===== src/rtl/fetch_stage_if.sv =====
// Fetch-stage bundle: hazard controls, execute redirect, instruction-memory port and IF/ID outputs.
// The master modport is the fetch stage; slave is its environment (hazard unit, imem, decode).
interface fetch_stage_if;
  logic        stall_f;
  logic        stall_d;
  logic        flush_d;
  logic        pc_src_e;
  logic [31:0] pc_target_e;
  logic [31:0] imem_addr;
  logic [31:0] imem_rdata;
  logic [31:0] instr_d;
  logic [31:0] pc_d;
  logic [31:0] pc_plus4_d;
  logic        valid_d;
  logic        misalign_err;
  logic [31:0] fetch_count;

  modport master (
    input  stall_f, stall_d, flush_d, pc_src_e, pc_target_e, imem_rdata,
    output imem_addr, instr_d, pc_d, pc_plus4_d, valid_d, misalign_err, fetch_count
  );

  modport slave (
    output stall_f, stall_d, flush_d, pc_src_e, pc_target_e, imem_rdata,
    input  imem_addr, instr_d, pc_d, pc_plus4_d, valid_d, misalign_err, fetch_count
  );
endinterface


===== src/rtl/fetch_stage.sv =====
// RV32I instruction-fetch stage: owns the PC, applies execute redirects and loads the IF/ID register.
// A one-cycle BOOT state after reset release lets instruction memory settle before the first load.
module fetch_stage #(
  parameter logic [31:0] RESET_PC  = 32'h0000_0000,
  parameter logic [31:0] NOP_INSTR = 32'h0000_0013
) (
  input  logic          clk,
  input  logic          rst,
  fetch_stage_if.master fif
);

  typedef enum logic [0:0] {BOOT = 1'b0, RUN = 1'b1} state_t;

  state_t      state_r, state_s;
  logic [31:0] pc_r, pc_s;
  logic [31:0] instr_r, instr_s;
  logic [31:0] pc_d_r, pc_d_s;
  logic [31:0] pc_plus4_r, pc_plus4_s;
  logic        valid_r, valid_s;
  logic        err_r, err_s;
  logic [31:0] count_r, count_s;

  function automatic logic [31:0] inc4(input logic [31:0] a);
    return a + 32'd4;
  endfunction

  // Next-state, PC and IF/ID selection; redirect beats stall_f, flush beats stall_d.
  always_comb begin
    state_s    = state_r;
    pc_s       = pc_r;
    instr_s    = instr_r;
    pc_d_s     = pc_d_r;
    pc_plus4_s = pc_plus4_r;
    valid_s    = valid_r;
    err_s      = err_r;
    count_s    = count_r;
    case (state_r)
      BOOT: begin
        state_s = RUN;
      end
      RUN: begin
        state_s = RUN;
        if (fif.pc_src_e) begin
          pc_s = {fif.pc_target_e[31:2], 2'b00};
          if (fif.pc_target_e[1:0] != 2'b00) begin
            err_s = 1'b1;
          end else begin
            err_s = err_r;
          end
        end else if (!fif.stall_f) begin
          pc_s = inc4(pc_r);
        end else begin
          pc_s = pc_r;
        end
        if (fif.flush_d) begin
          instr_s    = NOP_INSTR;
          pc_d_s     = 32'h0000_0000;
          pc_plus4_s = 32'h0000_0000;
          valid_s    = 1'b0;
        end else if (!fif.stall_d) begin
          instr_s    = fif.imem_rdata;
          pc_d_s     = pc_r;
          pc_plus4_s = inc4(pc_r);
          valid_s    = 1'b1;
          count_s    = count_r + 32'd1;
        end else begin
          valid_s = valid_r;
        end
      end
      default: begin
        state_s = BOOT;
      end
    endcase
  end

  // State and pipeline registers with immediate asynchronous reset.
  always_ff @(posedge clk or negedge rst) begin
    if (!rst) begin
      state_r    <= BOOT;
      pc_r       <= RESET_PC;
      instr_r    <= NOP_INSTR;
      pc_d_r     <= 32'h0000_0000;
      pc_plus4_r <= 32'h0000_0000;
      valid_r    <= 1'b0;
      err_r      <= 1'b0;
      count_r    <= 32'h0000_0000;
    end else begin
      state_r    <= state_s;
      pc_r       <= pc_s;
      instr_r    <= instr_s;
      pc_d_r     <= pc_d_s;
      pc_plus4_r <= pc_plus4_s;
      valid_r    <= valid_s;
      err_r      <= err_s;
      count_r    <= count_s;
    end
  end

  assign fif.imem_addr    = pc_r;
  assign fif.instr_d      = instr_r;
  assign fif.pc_d         = pc_d_r;
  assign fif.pc_plus4_d   = pc_plus4_r;
  assign fif.valid_d      = valid_r;
  assign fif.misalign_err = err_r;
  assign fif.fetch_count  = count_r;

endmodule


===== src/flat_wrapper.sv =====
// flat-port wrapper written by rule: the top's interface ports become plain ports
module fetch_stage_flat 
#(
  parameter logic [31:0] RESET_PC  = 32'h0000_0000,
  parameter logic [31:0] NOP_INSTR = 32'h0000_0013
)
  (clk, rst, fif_stall_f, fif_stall_d, fif_flush_d, fif_pc_src_e, fif_pc_target_e, fif_imem_rdata, fif_imem_addr, fif_instr_d, fif_pc_d, fif_pc_plus4_d, fif_valid_d, fif_misalign_err, fif_fetch_count);
  fetch_stage_if fif_i ();
  input  logic clk;
  input  logic rst;
  input wire logic [$bits(fif_i.stall_f)-1:0] fif_stall_f;
  input wire logic [$bits(fif_i.stall_d)-1:0] fif_stall_d;
  input wire logic [$bits(fif_i.flush_d)-1:0] fif_flush_d;
  input wire logic [$bits(fif_i.pc_src_e)-1:0] fif_pc_src_e;
  input wire logic [$bits(fif_i.pc_target_e)-1:0] fif_pc_target_e;
  input wire logic [$bits(fif_i.imem_rdata)-1:0] fif_imem_rdata;
  output wire logic [$bits(fif_i.imem_addr)-1:0] fif_imem_addr;
  output wire logic [$bits(fif_i.instr_d)-1:0] fif_instr_d;
  output wire logic [$bits(fif_i.pc_d)-1:0] fif_pc_d;
  output wire logic [$bits(fif_i.pc_plus4_d)-1:0] fif_pc_plus4_d;
  output wire logic [$bits(fif_i.valid_d)-1:0] fif_valid_d;
  output wire logic [$bits(fif_i.misalign_err)-1:0] fif_misalign_err;
  output wire logic [$bits(fif_i.fetch_count)-1:0] fif_fetch_count;
  assign fif_i.stall_f = fif_stall_f;
  assign fif_i.stall_d = fif_stall_d;
  assign fif_i.flush_d = fif_flush_d;
  assign fif_i.pc_src_e = fif_pc_src_e;
  assign fif_i.pc_target_e = fif_pc_target_e;
  assign fif_i.imem_rdata = fif_imem_rdata;
  assign fif_imem_addr = fif_i.imem_addr;
  assign fif_instr_d = fif_i.instr_d;
  assign fif_pc_d = fif_i.pc_d;
  assign fif_pc_plus4_d = fif_i.pc_plus4_d;
  assign fif_valid_d = fif_i.valid_d;
  assign fif_misalign_err = fif_i.misalign_err;
  assign fif_fetch_count = fif_i.fetch_count;
  fetch_stage #(.RESET_PC(RESET_PC), .NOP_INSTR(NOP_INSTR)) u_core (.clk(clk), .rst(rst), .fif(fif_i));
endmodule

===== config.mk =====
export PLATFORM = sky130hd
export DESIGN_NAME = fetch_stage_flat
export DESIGN_NICKNAME = d
export VERILOG_FILES = /design/src/rtl/fetch_stage_if.sv /design/src/rtl/fetch_stage.sv /design/src/flat_wrapper.sv
export SDC_FILE = /design/constraint.sdc
export NUM_CORES = 1
export LEC_CHECK = 0
export BUFFER_PORTS_ARGS = -buffer_cell sky130_fd_sc_hd__buf_2
export CAP_MARGIN = 10
export CORE_ASPECT_RATIO = 0.8
export CORE_MARGIN = 3
export CORE_UTILIZATION = 40
export CTS_CLUSTER_DIAMETER = 50
export DETAILED_ROUTE_END_ITERATION = 8
export GPL_TIMING_DRIVEN = 0
export PLACE_DENSITY = 0.75
export SYNTH_ARGS = -nofsm -noshare
export SYNTH_HDL_FRONTEND = slang
export SYNTH_SLANG_ARGS = --single-unit

===== constraint.sdc =====
create_clock -name clk -period 2.2 [get_ports clk]
set_input_delay 0.33 -clock clk [delete_from_list [all_inputs] [get_ports clk]]
set_output_delay 0.33 -clock clk [all_outputs]
set_load 0.1 [all_outputs]

==> results.yml, run 1 <==
timing:
  fin_skew_ns: 0.0174
  min_period_ns: 2.19
  tightest_slew_ns: 0.735
  clock.fmax_mhz: 457
  relSlewSlack_pct: 51.0
  timing.final.crit_share_pct: 99.5
  setup_viol: 0
  rsz0062_at_grt: "true"
  setup_slack_ns: 0.0103
  slew_viol_final: 0
  hold_viol_final: 0
placed_design:
  gp_congestion: 0.958
  io_buffers: 228
  hpwl_um: 18400
  post-place-ws_ns: -0.398
synth:
  ys_seq_elements: 158
  async_reset_ff_share_pct: 100
  netlist_instances: 738
  synth_area_leader_cell: "dfrtp_1"
  synth_cell_types: 60
  netlist_area_um2: 7520
  yosys-top-cells-area: "dfrtp_1, a22o_1, xnor2_1"
  yosys_warnings: 0
  synthFlopType: "dfrtp_1"
  synth_top_area_share_pct: 51.6
  synth_edf_count: 0
  yosysSeqAreaShare_pct: 52.6
  synth_area_per_cell_um2: 10.2
drt:
  via_per_inst: 5.75
  dr.pass1.iters: 5
  drc: 0
  wire_per_inst_um: 20.6
  drtAntennaViolNets: 0
  routed_wl_um: 25900
  drtIter0Drc: 811
  vias: 7254
setup_path:
  path_class: "flop to flop"
  cp-end-kind: "flop"
  r2r_setup_slack_ns: 0.01
  required_ns: 2.51
  critPathLaunchType: "flop"
  crit_arrival_ns: 2.50
  critPathSlowestCell: "nor4_1"
  slowest_delay_ns: 0.67
  crit_chain: "clkbuf_2, nand4bb_1, nor4_1, nand4_1, xnor2_1"
  crit_fanout: 10
clock_tree:
  cts_tree: "done"
  clockRootBuffer: "clkbuf_16"
  cts_buffers: 17
  cts.sinks: 158
  clk_pin_slew_ns: 0.07
  worst_skew_pair.late_latency_ns: 0.43
  clockBufferDepth: 2
  cts.htree.levels: 4
power_and_ir_drop:
  p_per_area_nw_per_um2: 1040
  irDropWorstVdd_uv: 578
  p_leak_nw: 4.69
cells_and_area:
  drive_gt1_share_pct: 36.1
  final.fill_count: 1675
  utilization_pct: 53.7
  fin_nets: 1067
  area_growth_syn_to_layout_pct: 30.5
  antenna_cells: 0
die:
  die_w_um: 159
  core_area_um2: 18300
  io_pins: 232
  rows: 44
  die_area_um2: 20500
  initial_utilization_pct: 41.1
  die_h_um: 129
grt:
  grt_start_max_net_pins: 115
  grt_usage_pct: 25.2
  grt_pass1_vias: 6880
  grt_pass1_wl_um: 40400
  grt_antenna_before_repair: 0
  grt-ovfl-total: 0
flow_run:
  max_cap_viol_count: 0
outcome:
  status: "finished clean"
min_path:
  hold_class: "input pin to flop"
## sequential cells by signal (all words and copies together), names as in the netlist
register,count
u_core.fif.fetch_count,32
u_core.fif.instr_d,32
u_core.fif.pc_plus4_d,31
u_core.fif.imem_addr,30
u_core.fif.pc_d,30
u_core.fif.misalign_err,1
u_core.fif.valid_d,1
u_core.state_r,1
## per-layer routing
metal | track usage, % | routed length [µm] | vias to the layer above
met1 | 36.0 | 11400 | 3515
met5 | 0 | 0 | -
met3 | 7.85 | 2790 | 35
li1 | - | - | 3263
met4 | 6.28 | 440 | 0
met2 | 37.7 | 11300 | 441
## path summary, 6_finish.rpt
| check | startpoint | end | cells past startpoint |
|---|---|---|---|
| worst max-delay path | u_core.state_r$_DFF_PN0_ | u_core.fif.fetch_count[26]$_DFFE_PN0P_ | 5 |
| worst min-delay path | fif_imem_rdata[24] | u_core.fif.instr_d[24]$_DFFE_PN0P_ | 2 |
| worst max register to register | u_core.state_r$_DFF_PN0_ | u_core.fif.fetch_count[26]$_DFFE_PN0P_ | 5 |
| worst min register to register | u_core.fif.pc_d[26]$_DFFE_PN0P_ | u_core.fif.pc_d[26]$_DFFE_PN0P_ | 2 |
| max in group asynchronous | rst | u_core.fif.imem_addr[25]$_DFFE_PN0P_ | 3 |
| min in group asynchronous | rst | u_core.fif.fetch_count[19]$_DFFE_PN0P_ | 2 |
## cell usage after synthesis, types with 7 or more instances
master,instances
nor2_1,36
o311ai_0,13
nor3_1,12
o211ai_1,12
a22o_1,52
xnor2_1,36
clkbuf_1,39
inv_1,8
nand3_1,37
nand4_1,33
nor4_1,13
and3_1,27
dfrtp_1,155
o21ai_0,32
xor2_1,7
nand2_1,74
a21oi_1,25
buf_2,17
a221o_1,8
## layout make-up
class / count / area (µm²) / area share (%)
clock inverters: 14 / 158 / 1.61
flip-flops and latches: 158 / 4010 / 40.9
repair buffers: 240 / 1260 / 12.9
multi-input cells: 502 / 3270 / 33.3
clock buffers: 18 / 439 / 4.48
plain buffers: 67 / 315 / 3.21
well taps: 253 / 317 / 3.23
inverters: 9 / 33.8 / 0.344
## stage by stage
step                      setup TNS [ns]  area [µm²]  hold slack [ns]  instances  total power, mW
after floorplan                  -0.0270        7580           0.0344        739             6.41
after global placement           -267.44        9040            0.450       1220             7.18
after detailed placement           -9.60        9070            0.237       1221             7.21
after CTS                              0        9750            0.100       1262             10.3
after global routing              -0.231        9810            0.100       1261             10.6
final                                  0        9810            0.125       1261             10.2
## placed cells by master, fill, tap and decap left out, types with 26 or more instances in the layout
master    Yosys  final
dfrtp_1     155    116
nand3_1      37     34
dfrtp_2       0     36
and3_1       27     26
o21ai_0      32     32
nand4_1      33     33
nor2_1       36     35
nand2_1      74     74
buf_2        17    243
a22o_1       52     52
clkbuf_1     39     30
xnor2_1      36     36
## critical path: cells and delay by family (launching register included)
kind,cells,cell delay [ns]
XOR/XNOR,1,0.17
AND/OR/NAND/NOR,3,1.21
buffers and inverters,1,0.30
flip-flops,1,0.40
## what timing repair did
action | 4_1_cts | 5_1_grt
pin swaps | 3 | 1
endpoints found under the setup margin | 108 | 108
endpoints found under the hold margin | 41 | 0
resized for setup | 8 | 23
buffers inserted | 8 | 2
hold buffers | 1 | 0
## kinds of logic after synthesis
logic type | count (synthesis) | synth area share [%]
DFF | 158 | 52.6
AOI/OAI and AO/OA | 183 | 17.9
muxes | 2 | 0.266
adders and majority gates | 2 | 0.333
buffers and inverters | 79 | 4.53
other | 2 | 0.0999
xor gates and xnor gates | 43 | 5.01
and+or+nand+nor | 269 | 19.2
## where the power goes
| group | switching [mW] | internal, mW | total [mW] |
|---|---|---|---|
| clock | 1.29 | 1.72 | 3.01 |
| combinational | 3.07 | 0.606 | 3.68 |
| sequential | 0.286 | 3.23 | 3.52 |
Power figures use the tool's default switching activity.
==> run 2, diff against run 1 <==
CORE_MARGIN = 4   (was 3)
==> run 2 against run 1 <==
Effect of this change: largest cell class unchanged; combinational power about the same; first-iteration DRC count decreased by 2.3%; final cell count decreased by 0.24%; global-route usage decreased by 0.64 points; core utilization decreased by 0.18 points; clock power about the same; fmax increased by 2.3%; critical path depth increased by 2; highest routed layer unchanged; sequential share of layout area increased by 0.14 points; hold slack got worse by 0.017 ns.
==> results.yml, run 2 (synthesized netlist as in run 1, its figures left out) <==
die:
  core_area_um2: 18300
  rows: 44
  die_h_um: 131
  die_area_um2: 21100
  io_pins: 232
  die_w_um: 161
  initial_utilization_pct: 41.1
setup_path:
  r2r_setup_slack_ns: 0.06
  critPathSlowestCell: "or4b_2"
  path_buf_inv: 3
  path_class: "flop to flop"
  crit_arrival_ns: 2.50
  cp-end-kind: "flop"
  r2r_end: "u_core.fif.pc_plus4_d[29]$_DFFE_PN0P_"
  rr_startpoint: "u_core.fif.imem_addr[6]$_DFFE_PN0P_"
  crit_top_cell: "buf_2"
  r2r_cells: 7
  crit_chain: "buf_2, and3_1, buf_2, nand4_1, buf_4, or4b_2, nand3_1"
  crit_fanout: 10
  critPathTopFamily: "simple AND/OR/NAND/NOR gates"
  critPathLaunchType: "flop"
  required_ns: 2.56
  slowest_delay_ns: 0.63
drt:
  wire_per_inst_um: 20.6
  dr.pass1.iters: 6
  vias: 7303
  drc: 0
  drtIter0Drc: 792
  drtAntennaViolNets: 0
  routed_wl_um: 25900
  via_per_inst: 5.81
placed_design:
  io_buffers: 228
  hpwl_um: 18600
  post-place-ws_ns: -0.422
  dp.cells: 1221
  gp_congestion: 0.934
outcome:
  status: "finished clean"
grt:
  grt_pass1_vias: 6999
  grt_usage_pct: 24.6
  grt_start_max_net_pins: 119
  grt-ovfl-total: 0
  grt_antenna_before_repair: 0
  grt_pass1_wl_um: 40400
min_path:
  min-delay-start: "fif_imem_rdata[25]"
  holdPathStages: 2
  min_to: "u_core.fif.instr_d[25]$_DFFE_PN0P_"
  hold_class: "input pin to flop"
cells_and_area:
  antenna_cells: 0
  layout_commonest_cell: "buf_2"
  drive_gt1_share_pct: 35.7
  area_growth_syn_to_layout_pct: 30.1
  final.fill_count: 1686
  fin_nets: 1064
  final_cell_mix: "buf_2, dfrtp_1, nand2_1"
  fin_cells: 1258
  utilization_pct: 53.5
power_and_ir_drop:
  power_mw: 10.2
  p_per_area_nw_per_um2: 1050
  irDropWorstVdd_uv: 519
  p_leak_nw: 4.68
timing:
  fin_skew_ns: 0.00920
  hold_viol_final: 0
  clock.fmax_mhz: 467
  relSlewSlack_pct: 50.6
  rsz0062_at_grt: "false"
  timing.final.crit_share_pct: 97.3
  min_period_ns: 2.14
  tightest_slew_ns: 0.741
  slew_viol_final: 0
  setup_viol: 0
  setup_slack_ns: 0.0605
clock_tree:
  worst_skew_pair.late_latency_ns: 0.43
  cts_buffers: 17
  clockRootBuffer: "clkbuf_16"
  clockBufferDepth: 2
  cts_tree: "done"
  cts.sinks: 158
  clk_pin_slew_ns: 0.06
  cts.htree.levels: 4
flow_run:
  max_cap_viol_count: 0
## run 2: how the worst max path moves through the flow
| stage | startpoint | to | slack, ns | cells past startpoint |
|---|---|---|---|---|
| floorplan | u_core.fif.imem_addr[7]$_DFFE_PN0P_ | u_core.fif.pc_plus4_d[17]$_DFFE_PN0P_ | -0.03 | 5 |
| global placement | rst | u_core.fif.imem_addr[3]$_DFFE_PN0P_ | -2.16 | 1 |
| detailed placement | fif_pc_src_e | u_core.fif.imem_addr[12]$_DFFE_PN0P_ | -0.42 | 6 |
| CTS | u_core.fif.imem_addr[6]$_DFFE_PN0P_ | u_core.fif.pc_plus4_d[16]$_DFFE_PN0P_ | -0.06 | 5 |
| global route | u_core.fif.imem_addr[9]$_DFFE_PN0P_ | u_core.fif.imem_addr[30]$_DFFE_PN0P_ | 0.002 | 6 |
| finish | u_core.fif.imem_addr[6]$_DFFE_PN0P_ | u_core.fif.pc_plus4_d[29]$_DFFE_PN0P_ | 0.06 | 7 |
## run 2: layer usage
metal	share of wire, %	routed length, µm	vias to the layer above	global-route usage, %
met1	43	11100	3553	35.0
met3	11	2720	59	6.52
met4	2.5	648	0	7.37
li1	-	-	3251	-
met2	44	11400	440	37.3
met5	0	0	-	0
## run 2: layout make-up
type / count / area (µm²) / area share [%]
plain buffers: 68 / 317 / 3.24
clock buffers: 18 / 439 / 4.49
clock inverters: 14 / 159 / 1.63
inverters: 9 / 33.8 / 0.345
multi-input cells: 502 / 3270 / 33.4
flip-flops and latches: 158 / 4010 / 41.0
well taps: 253 / 317 / 3.24
repair buffers: 236 / 1230 / 12.6
## run 2: per-stage QoR
stage,TNS [ns],hold WS (ns),instance area [µm²]
finish,0,0.108,9780
detailed placement,-8.07,0.224,9070
global placement,-269.97,0.450,9040
floorplan,-0.0270,0.0344,7580
global route,0,0.101,9780
CTS,-0.190,0.100,9700
## run 2: timing repair
action	in CTS	in global routing
hold buffers	1	0
setup endpoints to repair	104	68
hold endpoints to repair	37	0
setup buffers	2	4
gates resized for setup	6	23
pin swaps	1	5
## run 2: power by group
group / switching, mW / internal [mW] / total [mW]
combinational: 3.08 / 0.607 / 3.69
sequential: 0.275 / 3.23 / 3.51
clock: 1.30 / 1.73 / 3.03
total: 4.66 / 5.57 / 10.2
## run 2: worst register-to-register path, delay by kind of cell (launching register included)
family	cells	cell delay, ns
buffers and inverters	3	0.62
flip-flops	1	0.43
AND/OR/NAND/NOR	4	1.04
